<file path="src/rtl/commit_trace_pkg.sv">
// commit_trace_pkg
// Shared types and constants for the commit trace FIFO.
//   trace_entry_t       : one buffered commit {pc, wnum, wdata, seq}
//   TRACE_DEPTH_DEFAULT : default FIFO depth
//   DROP_CNT_W          : width of the saturating drop counter
//   TRACE_SEQ_W         : width of the stored sequence field; the top's
//                         SEQ_W parameter must not exceed it
package commit_trace_pkg;

  localparam int TRACE_DEPTH_DEFAULT = 16;
  localparam int DROP_CNT_W          = 16;
  localparam int TRACE_SEQ_W         = 32;

  typedef struct packed {
    logic [63:0]            pc;
    logic [4:0]             wnum;
    logic [63:0]            wdata;
    logic [TRACE_SEQ_W-1:0] seq;
  } trace_entry_t;

  localparam int TRACE_ENTRY_W = $bits(trace_entry_t);

endpackage

</file>
<file path="src/rtl/commit_trace_mem.sv">
// commit_trace_mem
// DEPTH x WIDTH register array: one synchronous write port, one
// asynchronous (combinational) read port. No reset; validity of the
// contents is tracked entirely by the owning FIFO.
// Ports:
//   clock : write clock
//   we    : write enable
//   waddr : write address
//   wdata : write data
//   raddr : read address
//   rdata : read data (combinational from raddr)
module commit_trace_mem #(
  parameter int DEPTH = 16,
  parameter int WIDTH = 8
) (
  input  logic                     clock,
  input  logic                     we,
  input  logic [$clog2(DEPTH)-1:0] waddr,
  input  logic [WIDTH-1:0]         wdata,
  input  logic [$clog2(DEPTH)-1:0] raddr,
  output logic [WIDTH-1:0]         rdata
);

  logic [WIDTH-1:0] mem [DEPTH];

  always_ff @(posedge clock) begin
    if (we) begin
      mem[waddr] <= wdata;
    end
  end

  assign rdata = mem[raddr];

endmodule

</file>
<file path="src/rtl/commit_trace_fifo.sv">
// commit_trace_fifo
// Buffers the core's per-cycle commit trace and presents it to the
// difftest harness over a show-ahead valid/ready interface. Every commit
// (kept or dropped) consumes a sequence number so drops appear as gaps.
// The core cannot be stalled, so a commit into a full FIFO with no pop is
// dropped and recorded in overflow/drop_cnt.
//
// Handshake: trace_valid is high exactly when count != 0; an entry is
// consumed on a rising edge where trace_valid && trace_ready. trace_ready
// with trace_valid low has no effect.
//
// Optional feature macro: COMMIT_TRACE_ZERO_X0_EN -- when defined, commits
// to register 0 are stored with wdata forced to zero.
//
// Ports:
//   clock, reset                 : clock, synchronous active-high reset
//   debug_commit/pc/rf_wnum/wdata: commit trace from the core
//   trace_valid, trace_ready     : head handshake
//   trace_pc/wnum/wdata/seq      : head entry fields
//   count                        : occupancy (0..DEPTH)
//   overflow                     : sticky, a commit was dropped
//   drop_cnt                     : saturating count of dropped commits
module commit_trace_fifo
  import commit_trace_pkg::*;
#(
  parameter int DEPTH = TRACE_DEPTH_DEFAULT,
  parameter int SEQ_W = 32
) (
  input  logic                    clock,
  input  logic                    reset,
  input  logic                    debug_commit,
  input  logic [63:0]             debug_pc,
  input  logic [4:0]              debug_rf_wnum,
  input  logic [63:0]             debug_rf_wdata,
  output logic                    trace_valid,
  input  logic                    trace_ready,
  output logic [63:0]             trace_pc,
  output logic [4:0]              trace_wnum,
  output logic [63:0]             trace_wdata,
  output logic [SEQ_W-1:0]        trace_seq,
  output logic [$clog2(DEPTH):0]  count,
  output logic                    overflow,
  output logic [DROP_CNT_W-1:0]   drop_cnt
);

  localparam int PTR_W = $clog2(DEPTH);
  localparam int CNT_W = PTR_W + 1;

  logic [PTR_W-1:0] wr_ptr;
  logic [PTR_W-1:0] rd_ptr;
  logic [SEQ_W-1:0] seq_ctr;
  logic             full;
  logic             pop;
  logic             push;
  trace_entry_t     wr_entry;
  trace_entry_t     rd_entry;
  trace_entry_t     hold_entry;
  trace_entry_t     head;

  assign trace_valid = (count != '0);
  assign full        = (count == CNT_W'(DEPTH));
  assign pop         = trace_valid && trace_ready;
  // A pop in the same cycle frees the slot the write lands in, so a full
  // FIFO still accepts the commit.
  assign push        = debug_commit && (!full || pop);

  always_comb begin
    wr_entry       = '0;
    wr_entry.pc    = debug_pc;
    wr_entry.wnum  = debug_rf_wnum;
`ifdef COMMIT_TRACE_ZERO_X0_EN
    wr_entry.wdata = (debug_rf_wnum == 5'd0) ? 64'h0 : debug_rf_wdata;
`else
    wr_entry.wdata = debug_rf_wdata;
`endif
    wr_entry.seq   = TRACE_SEQ_W'(seq_ctr);
  end

  commit_trace_mem #(
    .DEPTH (DEPTH),
    .WIDTH (TRACE_ENTRY_W)
  ) u_mem (
    .clock (clock),
    .we    (push),
    .waddr (wr_ptr),
    .wdata (wr_entry),
    .raddr (rd_ptr),
    .rdata (rd_entry)
  );

  // When empty, the outputs show the last head that was presented (all
  // zero after reset) rather than whatever stale slot rd_ptr points at.
  assign head        = trace_valid ? rd_entry : hold_entry;
  assign trace_pc    = head.pc;
  assign trace_wnum  = head.wnum;
  assign trace_wdata = head.wdata;
  assign trace_seq   = SEQ_W'(head.seq);

  always_ff @(posedge clock) begin
    if (reset) begin
      wr_ptr     <= '0;
      rd_ptr     <= '0;
      seq_ctr    <= '0;
      count      <= '0;
      overflow   <= 1'b0;
      drop_cnt   <= '0;
      hold_entry <= '0;
    end else begin
      if (debug_commit) begin
        seq_ctr <= seq_ctr + SEQ_W'(1);
      end
      if (push) begin
        wr_ptr <= wr_ptr + PTR_W'(1);
      end
      if (pop) begin
        rd_ptr <= rd_ptr + PTR_W'(1);
      end
      case ({push, pop})
        2'b10:   count <= count + CNT_W'(1);
        2'b01:   count <= count - CNT_W'(1);
        default: count <= count;
      endcase
      if (debug_commit && !push) begin
        overflow <= 1'b1;
        if (drop_cnt != '1) begin
          drop_cnt <= drop_cnt + DROP_CNT_W'(1);
        end
      end
      if (trace_valid) begin
        hold_entry <= rd_entry;
      end
    end
  end

endmodule

</file>
<file path="config.mk">
export PLATFORM = sky130hd
export DESIGN_NAME = commit_trace_fifo
export DESIGN_NICKNAME = d
export VERILOG_FILES = /design/src/rtl/commit_trace_pkg.sv /design/src/rtl/commit_trace_mem.sv /design/src/rtl/commit_trace_fifo.sv
export SDC_FILE = /design/constraint.sdc
export NUM_CORES = 2
export LEC_CHECK = 0
export ABC_CLOCK_PERIOD_IN_PS = 24300
export CORE_UTILIZATION = 55
export CTS_BUF_LIST = sky130_fd_sc_hd__clkbuf_2 sky130_fd_sc_hd__clkbuf_4 sky130_fd_sc_hd__clkbuf_8
export CTS_CLUSTER_SIZE = 10
export DETAILED_ROUTE_END_ITERATION = 7
export MAX_ROUTING_LAYER = met4
export PLACE_DENSITY = 0.72
export SLEW_MARGIN = 0
export SYNTH_ARGS = -nofsm -noshare
export SYNTH_HDL_FRONTEND = slang
export SYNTH_SLANG_ARGS = --single-unit
</file>
<file path="constraint.sdc">
create_clock -name clock -period 24.3 [get_ports clock]
set_input_delay 2.43 -clock clock [delete_from_list [all_inputs] [get_ports clock]]
set_output_delay 2.43 -clock clock [all_outputs]
set_load 0.02 [all_outputs]
</file>
# Yosys cells after proc, flatten, opt, wreduce, memory -nomap -nowiden
# Memories as Yosys holds them, arrays and structs flattened. A register that Yosys moved wholly into a read port is not among the register bits.
# Index checks and enable logic that the tools add are counted.
dict set report word_totals {
  n_memories 1
  elab_cells 36
  mem_bits_rw 2640
  latchBits 0
  rom_bits 0
  reg_bits 227
  input_bits 137
}
dict set report classes {
  n_reduce_logical 9
  muxes 6
  n_addsub 6
  n_lt_le_gt_ge 0
  n_shift 0
  div 0
  mul 0
  bitwise 0
  eq_ne 4
}
# memory depth word_bits read_ports rd_clocked_by_memory_dff write_ports line
set mem_list {}
lappend mem_list {u_mem.mem 16 165 1 1 1 commit_trace_mem.sv:24} ;# logic [WIDTH-1:0] mem [DEPTH];
# op count
set ops {}
lappend ops {{165-bit two-way mux} 1}
lappend ops {{32-bit by 1-bit adder with 32-bit output, second input constant} 1}
lappend ops {{16-bit by 1-bit adder with 16-bit output, second input constant} 1}
lappend ops {{16-bit inequality test, second input constant} 1}
lappend ops {{5-bit one-hot mux with 2 select lines} 1}
lappend ops {{4-bit by 1-bit adder with 4-bit output, second input constant} 2}
lappend ops {{4-bit two-way mux} 2}
lappend ops {{5-bit by 1-bit adder with 5-bit output, second input constant} 1}
lappend ops {{5-bit == test, second input constant} 1}
lappend ops {{5-bit nonzero test} 1}
lappend ops {{5-bit by 1-bit subtractor with 5-bit output, second input constant} 1}
lappend ops {{1-bit logical AND} 3}
lappend ops {{2-bit by 1-bit == test with 1-bit output, second input constant} 1}
lappend ops {{2-bit == test, second input constant} 1}
lappend ops {{1-bit logical NOT} 2}
lappend ops {{1-bit two-way mux} 2}
lappend ops {{2-bit AND reduction} 1}
lappend ops {{2-bit nonzero test} 1}
lappend ops {{1-bit logical OR} 1}

# Depth between registers and ports, before layout
dict set report logic_depth {
  ltp_word 7
  mapped_depth 8
}

# Cells and area by module
# A second synthesis with hierarchy kept.
dict set report hier_totals {
  cells_unflattened 5041
  area_unflattened_um2 108645.4
}
# module cells_per_inst n_inst area_each_um2 seq_area_each_um2
set by_module_without_submodules {}
lappend by_module_without_submodules {commit_trace_mem 4141 1 99088.8 79276.0}
lappend by_module_without_submodules {commit_trace_fifo 900 1 9556.7 4544.4}

# Least setup slack after synthesis
# No wires, ideal clock.
dict set report synth_timing {
  kind {input to register}
  startpoint {in debug_commit}
  endpoint {mem u_mem.mem[0][0] (netlist name) (enable)}
  setup_time_ns 0.892
  t_required_ns 23.408
  cell_stages 4
  path_buffers 1
  arrival_time_ns 14.237
  path_slack_ns 9.172
  cell_sequence {buf_1 > o21a_1 > nand2_1 > nor3_1}
}
dict set report synth_between {
  elab_chain_cells 3
}
# element line
set synth_lines {}
lappend synth_lines {{start, declared} commit_trace_fifo.sv:31} ;# input logic debug_commit,
lappend synth_lines {{1-bit logical AND} commit_trace_fifo.sv:65} ;# assign push = debug_commit && (!full || pop);
lappend synth_lines {{1-bit two-way mux} commit_trace_mem.sv:27} ;# if (we) begin
lappend synth_lines {{1-bit two-way mux (implied by the code)} commit_trace_mem.sv:28} ;# mem[waddr] <= wdata;
lappend synth_lines {{end, declared} commit_trace_mem.sv:24}
# Every way passes these cells.

==> summary.md <==
| Metric | Value |
|---|---|
| DIE WIDTH | `447 µm` |
| Sequential share of the synthesized area | `77.2%` |
| Post-synth EDFFs | `2640` |
| Final Max Tran Viols | `0` |
| Main synth FF type | `edfxtp_1` |
| Cells along the critical path | `buf_4 -> buf_4 -> buf_4 -> buf_4 -> mux4_2 -> mux2i_1 -> a221oi_1 -> clkdlybuf4s50_1` |
| Hold Crit Start | `rd_ptr[1]` |
| First DRT Iteration DRCs | `4792` |
| Antenna-violating nets left | `0` |
| YS warnings | `0` |
| Fraction of final layout cells sized beyond drive strength 1 | `27.1%` |
| DR DRC count | `0` |
| Clk_skew | `55.7 ps` |
| PD cells | `104 mW/mm²` |
| Setup TNS | `0 ps` |
| First-pass GRT wire length | `365000 µm` |
| Switching share of power | `29.4%` |
| Postcts setup bufs | `0` |
| Die H | `447 µm` |
| Comb power frac | `23.6%` |
| Psw | `3.80 mW` |
| Clk_lat worst skew | `1100 ps` |
| Top cells by area, synth | `edfxtp_1 73%, mux4_2 14%, dfxtp_1 4.3%, mux2i_1 3.1%, a221oi_1 1.0%` |
| Core area | `0.196 mm²` |
| Pwr Total | `12.9 mW` |
| Rows | `162` |
| Via count | `53300` |
| Layout Nets | `5696` |
| Startpoint type of the worst setup path | `flip-flop` |
| Most used cell, CP | `buf_4` |
| Synth Instances | `4961` |
| Most frequent cell after synthesis | `edfxtp_1` |
| Num CTS Buffers | `456` |
| Pint | `9.10 mW` |
| Worst Setup End Kind | `primary output` |
| Drt pass-1 iters | `6` |
| Syn nets | `5109` |
| Post-synth top area share | `72.9%` |
| Die area | `0.199 mm²` |
| Largest stage delay, worst path | `810 ps` |
| Setup violators final | `0` |
| Global Route Usage Sum | `26.0%` |
| I/O Pins | `325` |
| Critical path's slowest cell | `buf_4` |
| Clock power frac | `32.4%` |
| Top post-synthesis cells by count | `2640 x edfxtp_1, 660 x mux4_2, 336 x mux2i_1, 231 x dfxtp_1, 175 x nor3_1` |
| WP data arrival | `6920 ps` |
| Worst Path Max Fanout | `44` |
| Period utilization | `38.5%` |
| Initial antenna violation count | `32` |
| Clock root buffer | `clkbuf_8` |
| Final hold viol count | `0` |
| Dpl cell area | `0.115 mm²` |
| Slew at the pin with the worst max-slew slack | `1250 ps` |
| Hold Path Class | `reg2reg` |
| CTS tree | `built` |
| R2r worst-path depth | `8` |
| Slew headroom | `16.4%` |
| Vias in the first global route | `55000` |
| Max-cap viol count | `0` |
| Grt total ovfl | `0` |
| Sequential power share | `44.0%` |
| Syn Area/Cell | `21.9 µm²` |
| Detailed Place HPWL | `121000 µm` |
| Max Fclk | `107 MHz` |
| Placer congestion estimate | `0.752` |
| Setup WS post-layout | `14950 ps` |
| Clk sink count | `2871` |
| Initial Util | `55.6%` |
| RSZ-0062 raised after global routing | `false` |
| Pleak | `38.4 nW` |
| Tmin final | `9350 ps` |
| Final instance area | `0.125 mm²` |
| Hold path depth | `2` |
| Cts hold-fix bufs | `0` |
| Status | `finished clean` |
| Number of vias per cell | `6.22` |
| # H-tree levels | `5` |
| Clock Path Buffers | `4` |
| Port bufs | `324` |
| Post-cts sizing count | `0` |
| Worst-path clk slew | `60 ps` |
| Flop2flop setup slack | `18840 ps` |
| Synthesized area | `0.109 mm²` |
| WL/cell | `29.3 µm` |
| Async SR Flop Fraction | `0%` |
| Area delta synth->final | `14.6%` |
| Largest net degree at the start of global routing | `158` |
| Routed wire length | `251000 µm` |
| Kind of critical path | `reg2out` |
| Synth cell types | `44` |
| Maximum vdd drop | `136 µV` |
| Seq cells post-synth | `2871` |
| Post-place setup slack | `15830 ps` |
| Worst reg2reg path endpoint | `hold_entry[140]` |
| Yosys top cell by area | `edfxtp_1` |
| CP Data Required Time | `21870 ps` |
## cells by family after synthesis
kind of cell             after synthesis  share of synthesized area [%]
AO/OA/AOI/OAI                        251                           2.04
XOR/XNOR                              18                          0.145
adder cells (fa/ha/maj)               11                          0.133
buffers and inverters                310                           1.17
flip-flops                          2871                           77.2
multiplexers                        1001                           16.8
AND/OR/NAND/NOR                      499                           2.54
## cells in the final DEF (no fill, tap or decap), types with 24 or more instances in the layout
master           netlist  layout
clkbuf_4               0     201
clkinv_1               0      57
mux4_2               660     660
nor2_1                38      26
clkdlybuf4s50_1        0     323
and2_1               166     166
a221oi_2              38      38
nand2_1               31      31
edfxtp_1            2640    2640
mux2i_1              336     336
clkbuf_8               0     510
buf_4                  0      86
clkinv_2               0      39
nor3_1               175     171
dfxtp_1              231     227
a21oi_1               35      34
diode_2                0      26
a221oi_1             127     127
or4_1                 25      24
## power by group through the flow
stage / Clock (mW) / Combinational, mW / Sequential (mW)
finish: 4.18 / 3.05 / 5.68
global route: 4.44 / 3.18 / 5.69
CTS: 4.24 / 3.08 / 5.68
detailed placement: 0 / 3.06 / 5.78
global placement: 0 / 3.03 / 5.77
floorplan: 0 / 1.55 / 5.78
## cell type report
class / instances / area (µm²)
clock buffer: 711 / 8530
inverter: 14 / 57.6
clock inverter: 119 / 861
fill: 12900 / 71000
sequential: 2871 / 83900
multi-input combinational: 1780 / 23700
timing repair buffer: 425 / 4180
antenna: 26 / 65.1
tap: 2624 / 3280
## metal layers
| metal | up-vias | wire [µm] | track usage, % |
|---|---|---|---|
| li1 | 22200 | - | - |
| met1 | 28400 | 98300 | 33.9 |
| met2 | 2278 | 127000 | 42.2 |
| met3 | 503 | 18500 | 4.57 |
| met4 | 0 | 6680 | 8.04 |
| met5 | - | 0 | - |
## state kept, by name, summed over array words and instances, names as in the netlist, named ones only
name / cells
u_mem.mem: 2640
hold_entry: 165
seq_ctr: 32
drop_cnt: 16
count: 5
rd_ptr: 4
wr_ptr: 4
overflow: 1
## critical path: cells and delay by family (launching register included)
| kind | cells | cell delay (ps) |
|---|---|---|
| buffers and inverters | 5 | 3860 |
| DFF | 1 | 800 |
| AOI/OAI and AO/OA | 1 | 560 |
| muxes | 2 | 450 |
## per-stage QoR
step,hold slack [ps],cells,utilization (%)
floorplan,468,4961,-
global placement,473,7714,58.9
detailed placement,487,7714,58.9
CTS,499,8544,63.7
global route,534,8565,63.7
finish,497,8570,63.7
## how the worst max path moves through the flow
stage	start	to	slack, ps	cells past startpoint
after floorplan	debug_commit	u_mem.mem[0][0]	9170	4
after global placement	flip-flop	trace_pc[39]	15830	8
after detailed placement	flip-flop	trace_pc[39]	15830	8
after CTS	flip-flop	trace_pc[34]	14560	8
after global routing	flip-flop	trace_pc[52]	14280	8
final	flip-flop	trace_pc[34]	14950	8
Power figures use the tool's default switching activity.
